==> src/rtl/muldiv_unit_if.sv <==
// Request/response bundle between the execute-stage issuer and muldiv_unit.
// The master drives operands and start; the slave returns busy/done/result/rd_out.
interface muldiv_unit_if #(
   parameter int unsigned WIDTH = 16,
   parameter int unsigned AW    = 4
);
   logic             start;
   logic [1:0]       op;
   logic [WIDTH-1:0] a;
   logic [WIDTH-1:0] b;
   logic [AW-1:0]    rd_in;
   logic             busy;
   logic             done;
   logic [WIDTH-1:0] result;
   logic [AW-1:0]    rd_out;

   modport master (
      output start, op, a, b, rd_in,
      input  busy, done, result, rd_out
   );

   modport slave (
      input  start, op, a, b, rd_in,
      output busy, done, result, rd_out
   );
endinterface

==> src/rtl/muldiv_unit.sv <==
// Iterative unsigned multiply/divide: shift-add multiply and restoring divide,
// one bit per cycle over WIDTH cycles, registered result with a one-cycle done strobe.
module muldiv_unit #(
   parameter int unsigned WIDTH = 16,
   parameter int unsigned AW    = 4
) (
   input logic           i_clk,
   input logic           i_rst,  // synchronous, active low
   muldiv_unit_if.slave  io_bus
);
   localparam int unsigned CW = $clog2(WIDTH);

   typedef enum logic [1:0] {StIdle, StRun, StDone} state_t;

   state_t             r_state, w_state_next;
   logic [1:0]         r_op;
   logic [WIDTH-1:0]   r_b;
   logic [AW-1:0]      r_rd;
   logic [2*WIDTH-1:0] r_prod;
   logic [WIDTH:0]     r_rem;
   logic [WIDTH-1:0]   r_quo;
   logic [CW-1:0]      r_cnt;
   logic [WIDTH-1:0]   r_result;
   logic [AW-1:0]      r_rd_out;

   logic               w_last;
   logic [WIDTH:0]     w_sum;
   logic [2*WIDTH-1:0] w_prod_next;
   logic [WIDTH:0]     w_trial;
   logic               w_ge;
   logic [WIDTH:0]     w_rem_next;
   logic [WIDTH-1:0]   w_quo_next;
   logic [WIDTH-1:0]   w_result_next;
   logic               w_unused;

   assign w_last = (r_cnt == CW'(WIDTH - 1));

   // Multiply: add b into the upper half when the current LSB is set, then shift right.
   assign w_sum       = {1'b0, r_prod[2*WIDTH-1:WIDTH]} + (r_prod[0] ? {1'b0, r_b} : '0);
   assign w_prod_next = {w_sum, r_prod[WIDTH-1:1]};

   // Restoring divide: r_quo shifts the dividend out MSB first and quotient bits in.
   assign w_trial    = {r_rem[WIDTH-1:0], r_quo[WIDTH-1]};
   assign w_ge       = (w_trial >= {1'b0, r_b});
   assign w_rem_next = w_ge ? (w_trial - {1'b0, r_b}) : w_trial;
   assign w_quo_next = {r_quo[WIDTH-2:0], w_ge};
   // Remainder stays below b, so its top bit never feeds the next trial.
   assign w_unused   = r_rem[WIDTH];

   always_comb begin
      w_result_next = w_prod_next[WIDTH-1:0];
      unique case (r_op)
         2'b00:   w_result_next = w_prod_next[WIDTH-1:0];
         2'b01:   w_result_next = w_prod_next[2*WIDTH-1:WIDTH];
         2'b10:   w_result_next = w_quo_next;
         2'b11:   w_result_next = w_rem_next[WIDTH-1:0];
         default: w_result_next = w_prod_next[WIDTH-1:0];
      endcase
   end

   always_ff @(posedge i_clk) begin
      if (!i_rst) begin
         r_state <= StIdle;
      end else begin
         r_state <= w_state_next;
      end
   end

   always_comb begin
      w_state_next = r_state;
      case (r_state)
         StIdle:  if (io_bus.start) w_state_next = StRun;
         StRun:   if (w_last) w_state_next = StDone;
         StDone:  w_state_next = StIdle;
         default: w_state_next = StIdle;
      endcase
   end

   always_ff @(posedge i_clk) begin
      if (!i_rst) begin
         r_op     <= '0;
         r_b      <= '0;
         r_rd     <= '0;
         r_prod   <= '0;
         r_rem    <= '0;
         r_quo    <= '0;
         r_cnt    <= '0;
         r_result <= '0;
         r_rd_out <= '0;
      end else begin
         case (r_state)
            StIdle: begin
               if (io_bus.start) begin
                  r_op   <= io_bus.op;
                  r_b    <= io_bus.b;
                  r_rd   <= io_bus.rd_in;
                  r_prod <= {{WIDTH{1'b0}}, io_bus.a};
                  r_rem  <= '0;
                  r_quo  <= io_bus.a;
                  r_cnt  <= '0;
               end
            end
            StRun: begin
               r_prod <= w_prod_next;
               r_rem  <= w_rem_next;
               r_quo  <= w_quo_next;
               r_cnt  <= r_cnt + 1'b1;
               if (w_last) begin
                  r_result <= w_result_next;
                  r_rd_out <= r_rd;
               end
            end
            default: ;
         endcase
      end
   end

   assign io_bus.busy   = (r_state != StIdle);
   assign io_bus.done   = (r_state == StDone);
   assign io_bus.result = r_result;
   assign io_bus.rd_out = r_rd_out;
endmodule

==> src/flat_wrapper.sv <==
// flat-port wrapper written by rule: the top's interface ports become plain ports
module muldiv_unit_flat 
#(
   parameter int unsigned WIDTH = 16,
   parameter int unsigned AW    = 4
)
  (i_clk, i_rst, io_bus_start, io_bus_op, io_bus_a, io_bus_b, io_bus_rd_in, io_bus_busy, io_bus_done, io_bus_result, io_bus_rd_out);
  muldiv_unit_if #(.WIDTH(WIDTH), .AW(AW)) io_bus_i ();
  input logic i_clk;
  input logic i_rst;
  input wire logic [$bits(io_bus_i.start)-1:0] io_bus_start;
  input wire logic [$bits(io_bus_i.op)-1:0] io_bus_op;
  input wire logic [$bits(io_bus_i.a)-1:0] io_bus_a;
  input wire logic [$bits(io_bus_i.b)-1:0] io_bus_b;
  input wire logic [$bits(io_bus_i.rd_in)-1:0] io_bus_rd_in;
  output wire logic [$bits(io_bus_i.busy)-1:0] io_bus_busy;
  output wire logic [$bits(io_bus_i.done)-1:0] io_bus_done;
  output wire logic [$bits(io_bus_i.result)-1:0] io_bus_result;
  output wire logic [$bits(io_bus_i.rd_out)-1:0] io_bus_rd_out;
  assign io_bus_i.start = io_bus_start;
  assign io_bus_i.op = io_bus_op;
  assign io_bus_i.a = io_bus_a;
  assign io_bus_i.b = io_bus_b;
  assign io_bus_i.rd_in = io_bus_rd_in;
  assign io_bus_busy = io_bus_i.busy;
  assign io_bus_done = io_bus_i.done;
  assign io_bus_result = io_bus_i.result;
  assign io_bus_rd_out = io_bus_i.rd_out;
  muldiv_unit #(.WIDTH(WIDTH), .AW(AW)) u_core (.i_clk(i_clk), .i_rst(i_rst), .io_bus(io_bus_i));
endmodule
==> config.mk <==
export PLATFORM = sky130hd
export DESIGN_NAME = muldiv_unit_flat
export DESIGN_NICKNAME = d
export VERILOG_FILES = /design/src/rtl/muldiv_unit_if.sv /design/src/rtl/muldiv_unit.sv /design/src/flat_wrapper.sv
export SDC_FILE = /design/constraint.sdc
export NUM_CORES = 1
export LEC_CHECK = 0
export ABC_CLOCK_PERIOD_IN_PS = 3340
export CAP_MARGIN = 15
export CORE_MARGIN = 1.5
export CORE_UTILIZATION = 60
export CTS_BUF_LIST = sky130_fd_sc_hd__clkbuf_4 sky130_fd_sc_hd__clkbuf_8
export DETAILED_ROUTE_END_ITERATION = 16
export GPL_TIMING_DRIVEN = 1
export MAX_ROUTING_LAYER = met4
export PLACE_DENSITY = 0.83
export RECOVER_POWER = 100
export SLEW_MARGIN = 20
export SYNTH_ARGS = -nofsm -noshare
export SYNTH_HDL_FRONTEND = slang
export SYNTH_SLANG_ARGS = --single-unit
==> constraint.sdc <==
create_clock -name i_clk -period 3.34 [get_ports i_clk]
set_clock_uncertainty 0.15 [all_clocks]
set_input_delay 1.002 -clock i_clk [delete_from_list [all_inputs] [get_ports i_clk]]
set_output_delay 1.002 -clock i_clk [all_outputs]
set_load 0.02 [all_outputs]
==> results.txt <==
- For met1 alone, demand over resource in global routing was 0.4329.
- TritonCTS created 9 clock buffers.
* Average via count per standard cell: 6.161
* Setup-failing EPs final: 0
* Via count: 6,260
- TritonCTS built the clock tree.
- Post-CTS timing repair inserted 0 buffers for setup.
* DRC marker count from the first detailed-route iteration: 553
- Sort of element at the end of the critical path: flip-flop
- Of the total synthesized cell area, the portion taken by AND, OR, NAND and NOR gates is 0.2011.
- The run finished with clean final reports.
* Main area contributors after synthesis: dfxtp_1 (34%), a21boi_0 (8.3%), nand2_1 (7.7%), ha_1 (6.2%), a22oi_1 (3.7%)
- In the final layout, the multi-input gates occupy 4083 sq um.
- Of the cells placed in the final design, the portion with a size suffix greater than 1 is 0.05721.
* All-layer global routing usage: 0.3329
- For this design, the sink count on the clock tree is approximately 110.
* Port Buffers: 62
- Final critical-path required period: 3.191 ns
* Chip Height: 108.1 um
* Post-detailed-route wirelength per cell: 18.08 um
* Global-route track usage on met3: 0.06872
- The max-slew violation count is 0.
* H-tree depth reported by CTS: 3
- The die covers 11,690 sq um.
- The count of nets left with antenna violations once routing finished came out at 0.
* Post-route worst setup slack: roughly 0.15 ns
- DR pass1 iterations: 5
- Die width: 108.1 um
- Hold bufs inserted after CTS: 0
* Class of the tightest hold or removal check: reg2reg
* WHS: between 0.3 and 0.4 ns
- In this run the worst path has a maximum fanout of 5.
- The synthesized design spends more area on one cell type than any other, namely dfxtp_1.
* Number of antenna violations at the first check in global routing: 2
- Total negative slack for setup checks: 0 ns
- Sequential area share after synthesis: 0.3381
- Power Density: roughly 790 nW/um^2
- Synthesized-area fraction occupied by xor and xnor cells: 0.02906
- Non-filler cells, final: 1,016
* Count of yosys warnings during synthesis: 0
* Share of synthesized registers carrying an async set or reset: 0
- The first global-routing pass estimated 29,160 um of wire.
- Peak-usage layer in the global routing report: met2
* Number of buffers between clock root and the deepest sink: 2
- Summed over all layers, the global routing overflow is 0.
* Count of cell types in the netlist: slightly above 60
* Headroom to the max-slew limit: 0.08236
- Layout area overhead: 14.23%
- Once placement completed, the tool counted placed cells totaling 998.
* Crit path kind: reg2reg
* DP Worst Slack: approximately 0.11 ns
- Leakage power: approximately 3 nW
- For the worst setup path, the data arrival time is 3.32 ns.
* Root buffer cell: clkbuf_8
* IR drop worst, VDD: 0.9220 mV
- Setup crit start kind: flip-flop
- Post-synthesis sequential element count: ~110
* Actual slew at the worst max-slew pin: between 1 and 1.5 ns
- Maximum number of pins on one net before global-route repair: 45
* Remaining DRCs: 0
- Post-Synthesis Cell Area: 6631 sq um
- Clk slew on worst S/H paths: approximately 0.10 ns
- Total Wirelength: 18,370 um
- Combinational family with the most area after synthesis: compound AO/OA/AOI/OAI gates
- Multiplexer share of the synthesized area: 0.03208
* Starting density of the core: 0.6144
- Core Area: 10,790 sq um
- Of the available clock period, the critical path in the final layout requires 0.9555.
- Of the total synthesized cell area, the portion taken by full adders, half adders and majority gates is 0.06830.
- The later pin in the worst-skew pair is clocked with a latency of a little under 0.4 ns.
- Counting the fill cells in the layout gives 899.
- Avg Synthesized Cell Area: 8.019 sq um
- HPWL after detailed placement: ~13,000 um
- Number of synthesized flops with an enable pin: 0
* RSZ-0062 raised after global routing: no
- The number of global-route vias before repair came to roughly 6,000.
* Fraction of post-synthesis cell area in the top cell type by area: 0.3381
* Most frequently used flop master after synthesis: dfxtp_1
- At the end of the flow, the number of nets in the layout was 945.
- The area fraction in compound gates after synthesis was 0.2808.
- For this design the top-level I/O count stands at 63.
* Final number of hold-violating endpoints: 0
* Number of nets produced by synthesis: ~900
* Register area: 2243 sq um
* Count of max-cap constraint violations: 0
- Met2 Track Usage GR: 0.5244
- Synthesized instance count: 827
- Routability cong.: between 0.9 and 1
- Row cnt: 38
* Crit path required time: 3.47 ns
- Based on the critical path, the design can be clocked at up to between 0.3 and 0.4 GHz.
-- final timing paths --
kind              slack [ns]                        to            from  cells past startpoint
setup reg to reg        0.15  u_core.io_bus.result[14]   u_core.r_b[2]                     10
hold reg to reg         0.32   u_core.io_bus.rd_out[0]  u_core.r_rd[0]                      2
setup / recovery        0.15  u_core.io_bus.result[14]   u_core.r_b[2]                     10
hold / removal          0.32   u_core.io_bus.rd_out[0]  u_core.r_rd[0]                      2
-- per-layer routing --
metal	up-vias	wire length (um)
met5	-	0
met2	239	8425
met4	0	288
met3	28	1434
met1	2971	8223
li1	3022	-
-- final cells by class --
class / count / area share
antenna: 2 / 0.0006607
clock buffer: 12 / 0.02098
clock inverter: 4 / 0.003799
inverter: 34 / 0.01685
multi-input combinational: 628 / 0.5390
sequential: 112 / 0.2962
tap: 140 / 0.02313
timing repair buffer: 84 / 0.09944
-- kinds of logic (layout without fill, tap and decap cells) --
logic type      Yosys count  count (layout)
flops                   112             112
mux                      17              17
xor+xnor                 22              22
other cells               0               2
compound gates          267             267
simple gates            287             287
buf+inv                  87             134
fa+ha+maj                35              35
-- per-stage QoR --
| step | area (sq um) | total power [mW] | utilization |
|---|---|---|---|
| 6_report | 7575 | 5.948 | 0.7018 |
| 5_1_grt | 7575 | 6.295 | 0.7018 |
| 4_1_cts | 7579 | 5.949 | 0.7022 |
| 3_5_place_dp | 7391 | 5.161 | 0.6848 |
| 3_3_place_gp | 7391 | 5.105 | 0.6848 |
| 2_1_floorplan | 6631 | 3.998 | - |
-- cells in the mapped netlist, types with 6 or more instances --
cell / number
a22oi_1: 33
a21boi_0: 73
nand3_1: 32
and2_1: 36
nor2b_1: 6
o31ai_1: 10
a21oi_1: 27
nand4_1: 6
o21a_1: 13
dfxtp_1: 112
nor3_1: 8
nand2_1: 136
clkbuf_1: 47
xor2_1: 12
a21o_1: 13
ha_1: 33
inv_1: 33
o21ai_0: 46
and3_1: 11
mux2i_1: 13
a211oi_1: 11
xnor2_1: 10
nor2_1: 35
a31oi_1: 8
-- timing repair --
action	CTS	global route
setup endpoints to repair	0	7
hold endpoints to repair	0	0
resized for setup	0	7
-- state kept, by name, summed over array words and instances (netlist names) --
signal and cells:
u_core.r_prod 32, u_core.io_bus.result 16, u_core.r_b 16, u_core.r_quo 16
u_core.r_rem 16, u_core.io_bus.rd_out 4, u_core.r_cnt 4, u_core.r_rd 4
u_core.r_op 2, u_core.r_state 2
-- where the power goes --
group / internal (mW) / total, mW / leakage (nW) / switching, mW
registers: 1.47 / 1.60 / 0.912 / 0.123
logic: 1.41 / 3.57 / 1.96 / 2.16
clock network: 0.321 / 0.785 / 0.0920 / 0.464
total: 3.20 / 5.95 / 2.96 / 2.75
-- layout by cell type, fill, tap and decap left out, types with 5 or more instances in the layout --
cell and count:
nand2_1 136, dfxtp_1 111, a21boi_0 73, o21ai_0 44, clkdlybuf4s50_1 38, nor2_1 34, inv_1 33, a22oi_1 33
nand3_1 33, ha_1 33, a21oi_1 27, and2_1 26, dlygate4sd3_1 23, buf_4 14, o21a_1 13, a21o_1 13
mux2i_1 12, xor2_1 12, and3_1 11, clkbuf_8 11, a211oi_1 10, o31ai_1 10, xnor2_1 10, and2_0 9
nor3_1 8, a31oi_1 8, nand4_1 6, clkbuf_1 6, nor2b_1 5
-- worst max-delay path: stages, from the launching register on --
cell and delay [ns]:
dfxtp_1 0.38, inv_1 0.06, ha_1 0.33, nor2b_1 0.17, o2111ai_1 0.25, nand4_1 0.26, and3_1 0.24, or4_1 0.46
a31oi_1 0.28, nor2_1 0.14, o311a_1 0.35
(Power assumes the default switching activity.)
